$ cat src/rtl/muldiv_pkg.sv
// Shared types and constants for the sequential signed multiply/divide unit.
// Holds the FSM encoding, the iteration count and the partial-result payload.
package muldiv_pkg;

  localparam int unsigned XLEN       = 32;
  localparam int unsigned ITER_COUNT = 32;
  localparam int unsigned CNT_W      = 6;

  localparam logic [XLEN-1:0] INT_MIN = 32'h8000_0000;
  localparam logic [XLEN-1:0] NEG_ONE = 32'hFFFF_FFFF;

  typedef enum logic [2:0] {
    IDLE     = 3'd0,
    MULT_RUN = 3'd1,
    DIV_RUN  = 3'd2,
    DONE     = 3'd3,
    DZERO    = 3'd4
  } state_e;

  // Working register: hi is one bit wider so Booth add/sub and the shifted
  // remainder never overflow; q is the Booth "previous multiplier bit".
  typedef struct packed {
    logic [XLEN:0]   hi;
    logic [XLEN-1:0] lo;
    logic            q;
  } acc_t;

  function automatic logic [XLEN-1:0] negate(input logic [XLEN-1:0] v);
    return ~v + XLEN'(1);
  endfunction

  // Unsigned magnitude; INT_MIN maps to 0x80000000, which is exact as unsigned.
  function automatic logic [XLEN-1:0] mag(input logic [XLEN-1:0] v);
    return v[XLEN-1] ? negate(v) : v;
  endfunction

endpackage

$ cat src/rtl/muldiv_step.sv
// One iteration of the datapath: radix-2 Booth add/shift for multiply,
// restoring shift/subtract for divide on magnitudes. Purely combinational.
module muldiv_step
  import muldiv_pkg::*;
(
  input  logic            div_i,
  input  acc_t            acc_i,
  input  logic [XLEN-1:0] opnd_i,
  output acc_t            acc_o
);

  logic [XLEN:0] opnd_sx;
  logic [XLEN:0] booth_sum;
  logic [XLEN:0] rem_sh;
  logic [XLEN:0] rem_diff;

  always_comb begin
    opnd_sx   = {opnd_i[XLEN-1], opnd_i};
    booth_sum = acc_i.hi;
    case ({acc_i.lo[0], acc_i.q})
      2'b01:   booth_sum = acc_i.hi + opnd_sx;
      2'b10:   booth_sum = acc_i.hi - opnd_sx;
      default: booth_sum = acc_i.hi;
    endcase

    // Remainder shifted left by one, pulling in the next dividend bit.
    rem_sh   = {acc_i.hi[XLEN-1:0], acc_i.lo[XLEN-1]};
    rem_diff = rem_sh - {1'b0, opnd_i};

    acc_o = acc_i;
    if (div_i) begin
      acc_o.q = 1'b0;
      if (!rem_diff[XLEN]) begin
        acc_o.hi = rem_diff;
        acc_o.lo = {acc_i.lo[XLEN-2:0], 1'b1};
      end else begin
        acc_o.hi = rem_sh;
        acc_o.lo = {acc_i.lo[XLEN-2:0], 1'b0};
      end
    end else begin
      acc_o.hi = {booth_sum[XLEN], booth_sum[XLEN:1]};
      acc_o.lo = {booth_sum[0], acc_i.lo[XLEN-1:1]};
      acc_o.q  = acc_i.lo[0];
    end
  end

endmodule

$ cat src/rtl/muldiv_sequencer.sv
// Sequential signed multiply/divide unit with a fixed 33-cycle latency.
// Owns the FSM, iteration counter, operand/accumulator registers and HI/LO strobes.
module muldiv_sequencer
  import muldiv_pkg::*;
(
  input  logic            clk,
  input  logic            reset,
  input  logic            start_mult,
  input  logic            start_div,
  input  logic [XLEN-1:0] op_a,
  input  logic [XLEN-1:0] op_b,
  output logic            busy,
  output logic            done,
  output logic            div_zero,
  output logic [XLEN-1:0] hi,
  output logic [XLEN-1:0] lo,
  output logic            hi_we,
  output logic            lo_we
);

  state_e            state_q, state_d;
  logic [CNT_W-1:0]  cnt_q, cnt_d;
  logic              prime_q, prime_d;
  logic              neg_a_q, neg_a_d;
  logic              neg_b_q, neg_b_d;
  acc_t              acc_q, acc_d, acc_step;
  logic [XLEN-1:0]   opnd_q, opnd_d;
  logic [XLEN-1:0]   hi_q, hi_d;
  logic [XLEN-1:0]   lo_q, lo_d;
  logic              busy_q, busy_d;
  logic              done_q, done_d;
  logic              dz_q, dz_d;

  muldiv_step u_step (
    .div_i  (state_q == DIV_RUN),
    .acc_i  (acc_q),
    .opnd_i (opnd_q),
    .acc_o  (acc_step)
  );

  // Next-state, datapath and strobe logic.
  always_comb begin
    state_d = state_q;
    cnt_d   = cnt_q;
    prime_d = 1'b0;
    neg_a_d = neg_a_q;
    neg_b_d = neg_b_q;
    acc_d   = acc_q;
    opnd_d  = opnd_q;
    hi_d    = hi_q;
    lo_d    = lo_q;

    case (state_q)
      IDLE: begin
        if (start_mult || (start_div && (op_b != '0))) begin
          state_d  = start_mult ? MULT_RUN : DIV_RUN;
          cnt_d    = '0;
          prime_d  = 1'b1;
          acc_d.hi = '0;
          acc_d.lo = op_a;
          acc_d.q  = 1'b0;
          opnd_d   = op_b;
        end else if (start_div) begin
          state_d = DZERO;
        end
      end

      MULT_RUN, DIV_RUN: begin
        // First run cycle conditions the latched operands; steps follow.
        if (prime_q) begin
          if (state_q == DIV_RUN) begin
            neg_a_d  = acc_q.lo[XLEN-1];
            neg_b_d  = opnd_q[XLEN-1];
            acc_d.lo = mag(acc_q.lo);
            opnd_d   = mag(opnd_q);
          end
        end else begin
          acc_d = acc_step;
          if (cnt_q == CNT_W'(ITER_COUNT - 1)) begin
            state_d = DONE;
            if (state_q == MULT_RUN) begin
              hi_d = acc_step.hi[XLEN-1:0];
              lo_d = acc_step.lo;
            end else begin
              lo_d = (neg_a_q ^ neg_b_q) ? negate(acc_step.lo) : acc_step.lo;
              hi_d = neg_a_q ? negate(acc_step.hi[XLEN-1:0]) : acc_step.hi[XLEN-1:0];
            end
          end else begin
            cnt_d = cnt_q + CNT_W'(1);
          end
        end
      end

      DONE, DZERO: state_d = IDLE;

      default: state_d = IDLE;
    endcase

    busy_d = (state_d != IDLE);
    done_d = (state_d == DONE);
    dz_d   = (state_d == DZERO);
  end

  always_ff @(posedge clk or negedge reset) begin
    if (!reset) begin
      state_q <= IDLE;
      cnt_q   <= '0;
      prime_q <= 1'b0;
      neg_a_q <= 1'b0;
      neg_b_q <= 1'b0;
      acc_q   <= '0;
      opnd_q  <= '0;
      hi_q    <= '0;
      lo_q    <= '0;
      busy_q  <= 1'b0;
      done_q  <= 1'b0;
      dz_q    <= 1'b0;
    end else begin
      state_q <= state_d;
      cnt_q   <= cnt_d;
      prime_q <= prime_d;
      neg_a_q <= neg_a_d;
      neg_b_q <= neg_b_d;
      acc_q   <= acc_d;
      opnd_q  <= opnd_d;
      hi_q    <= hi_d;
      lo_q    <= lo_d;
      busy_q  <= busy_d;
      done_q  <= done_d;
      dz_q    <= dz_d;
    end
  end

  assign busy     = busy_q;
  assign done     = done_q;
  assign div_zero = dz_q;
  assign hi       = hi_q;
  assign lo       = lo_q;
  assign hi_we    = done_q;
  assign lo_we    = done_q;

endmodule
$ cat config.mk
export PLATFORM = sky130hd
export DESIGN_NAME = muldiv_sequencer
export DESIGN_NICKNAME = d
export VERILOG_FILES = /design/src/rtl/muldiv_pkg.sv /design/src/rtl/muldiv_step.sv /design/src/rtl/muldiv_sequencer.sv
export SDC_FILE = /design/constraint.sdc
export NUM_CORES = 1
export LEC_CHECK = 0
export CAP_MARGIN = 15
export CELL_PAD_IN_SITES_DETAIL_PLACEMENT = 1
export CELL_PAD_IN_SITES_GLOBAL_PLACEMENT = 1
export CORE_AREA = 2 2 174 193
export CTS_CLUSTER_DIAMETER = 80
export DETAILED_ROUTE_END_ITERATION = 16
export DIE_AREA = 0 0 176 195
export PLACE_DENSITY_LB_ADDON = 0.1
export SETUP_SLACK_MARGIN = 0.02
export SLEW_MARGIN = 30
export SYNTH_ARGS = -nofsm -noshare
export SYNTH_HDL_FRONTEND = slang
export SYNTH_HIERARCHICAL = 1
export SYNTH_SLANG_ARGS = --single-unit
export TNS_END_PERCENT = 10
$ cat constraint.sdc
create_clock -name clk -period 9.7 [get_ports clk]
set_clock_uncertainty 0.05 [all_clocks]
set_input_delay 1.94 -clock clk [delete_from_list [all_inputs] [get_ports clk]]
set_output_delay 1.94 -clock clk [all_outputs]
set_load 0.05 [all_outputs]
==> results.yml <==
setup_path:
  timing.rr.start: "acc_q[32]"
  critPathArrivalTime_ns: 7.25
  required_ns: 9.97
  path_class: "register to register"
  reg2reg_depth: 26
  cp_slowest_stage_delay_ns: 0.64
  critical_path.most_common_cell: "a21oi_1"
  startpoint_type: "register"
  crit_fanout: 41
  reg2reg_to: "hi[28]"
  r2r_slack_ns: 2.72
  endpoint_kind: "register"
  crit_slowest_cell: "or4_1"
  startpoint: "acc_q[32]"
route:
  drc: 0
  vias: 15635
  viasPerCell: 6.50
  firstDrtPassIters: 5
  ant_nets: 0
  post_drt_wl_per_cell_um: 23.8
  drt_wl_total_mm: 57.2
  dr.first_iter.drc_count: 1069
synth:
  synth_ff_type: "dfrtp_1"
  synthCells: 1895
  synth_area_leader_cell: "dfrtp_1"
  synth_cell_type_count: 99
  syn_nets: 2037
  synthArstFlopShare: 1.00
  syn_avg_cell_area_um2: 8.08
  synth_seq_area_share: 0.289
  ys_seq_elements: 177
  synth.area.top_cells: "dfrtp_1, o21ai_0, ha_1"
  synth_area_um2: 15300
  synth.top_cell.area_share: 0.289
  synth.most_common_cell: "o21ai_0"
  synth_edf_count: 0
  yosysWarnings: 6
  synthTopCellsByCount: "o21ai_0, nand2_1, dfrtp_1"
worst_hold_path:
  hold_path_end: "lo[11]"
  hold_start: "lo[11]"
  hold_class: "register to register"
  hold_depth: 2
placement:
  placed_cells: 2374
  portBuffers: 136
  hpwl_mm: 42.8
  gp_congestion: 0.933
grt:
  grt_pass1_vias: 16075
  overflow: 0
  grt_antenna_before_repair: 1
  grt_pass1_wl_mm: 90.1
  grt_max_degree: 121
  grtUsageTotal: 0.332
sta:
  period_share: 0.720
  slew_violations: 0
  rsz0062_at_grt: "false"
  hold_viol: 0
  fmax_mhz: 143
  setup_viol: 0
  relSlewSlack: 0.360
  post-route-min-period_ns: 6.98
  whs_ns: 0.437
  tightest_slew_ns: 0.960
  tns_ns: 0
clocking:
  clockRootBuffer: "clkbuf_16"
  cts_buffers: 17
  cts_sinks: 177
  postCtsHoldBufs: 0
  htreeDepth: 4
  clk_latency_ns: 0.47
  cts_setup_buffers: 0
  clk_pin_slew_ns: 0.09
  cts_buffer_depth: 2
  tritoncts: "done"
  cts_resized: 0
cells_and_area:
  drive_gt1_frac: 0.0692
  layout.cells.non_filler: 2406
  diodes: 0
  area_growth_pct: 14.8
  num-nets-final: 2109
floorplan:
  die_height_um: 195
  die_area_um2: 34300
  rows: 69
  core-area_um2: 32200
  ios: 137
  die_w_um: 176
  start_util: 0.475
run_status:
  status: "complete, no violations"
run:
  max_cap_viol_count: 0
## metal layers
metal,share of wire,GRT usage,up-vias
li1,-,-,7207
met5,0.00023,0,-
met1,0.41,0.417,7817
met4,0.048,0.159,2
met2,0.50,0.572,468
met3,0.041,0.0339,141
## sequential cells by signal (all words and copies together) (netlist names)
signal and count:
neg_a_q 1, lo 32, div_zero 1, acc_q 66, done 1, busy 1
state_q 3, neg_b_q 1, cnt_q 6, opnd_q 32, prime_q 1, hi 32
## logic make-up (layout without fill, tap and decap cells)
kind of cell / count (synthesis) / after routing / share of synthesized area
simple gates: 664 / 664 / 0.224
compound gates: 626 / 626 / 0.271
flops: 177 / 177 / 0.289
buf+inv: 177 / 262 / 0.0462
xor+xnor: 127 / 127 / 0.0726
fa+ha+maj: 74 / 74 / 0.0615
mux: 50 / 50 / 0.0355
## through the flow
stage	setup slack, ns	instance area (um^2)	util
floorplan	3.96	15300	-
global route	2.14	17600	0.546
detailed placement	2.86	17000	0.527
CTS	2.81	17600	0.545
global placement	3.17	17000	0.527
finish	2.72	17600	0.546
## how the worst max path moves through the flow
stage,to,slack [ns],depth (start not counted)
after global placement,hi[28],3.17,26
final,hi[28],2.72,26
after CTS,hi[28],2.81,26
after detailed placement,hi[28],2.86,26
after global routing,hi[19],2.14,26
after floorplan,hi[28],3.96,26
## worst max-delay path, delay by kind of cell, from the launching register on
kind,cells,cell delay [ns]
DFF,1,0.51
AOI/OAI and AO/OA,12,2.48
and+or+nand+nor,6,1.88
adders and majority gates,3,0.91
xor gates and xnor gates,1,0.17
buffers and inverters,4,0.82
## final cells by class
type                       count  area, um^2
fill                        3906       14600
sequential                   177        4430
inverter                      74         278
multi-input combinational   1541       10200
clock buffer                  17         425
tap                          426         533
clock inverter                15         174
timing repair buffer         156        1520
## cells in the final DEF, fill, tap and decap left out, types with 20 or more instances in the layout
master,netlist,layout
a21oi_1,119,119
nand3_1,44,44
inv_1,72,72
nor2_1,127,127
or3_1,23,23
mux2_2,35,35
dfrtp_1,177,177
o31ai_1,20,20
nand2_1,185,184
a31oi_1,37,37
a21o_1,33,33
clkdlybuf4s50_1,0,135
nor3_1,76,76
a211oi_1,28,28
ha_1,72,71
o21ai_0,189,188
nor3b_1,25,24
xor2_1,40,40
nor4_1,38,38
xnor2_1,87,87
and3_1,23,23
a22o_1,39,39
Power is left out: the tool's default activity adds up to more than one toggle a clock period on the data nets, which glitch-free logic cannot reach.
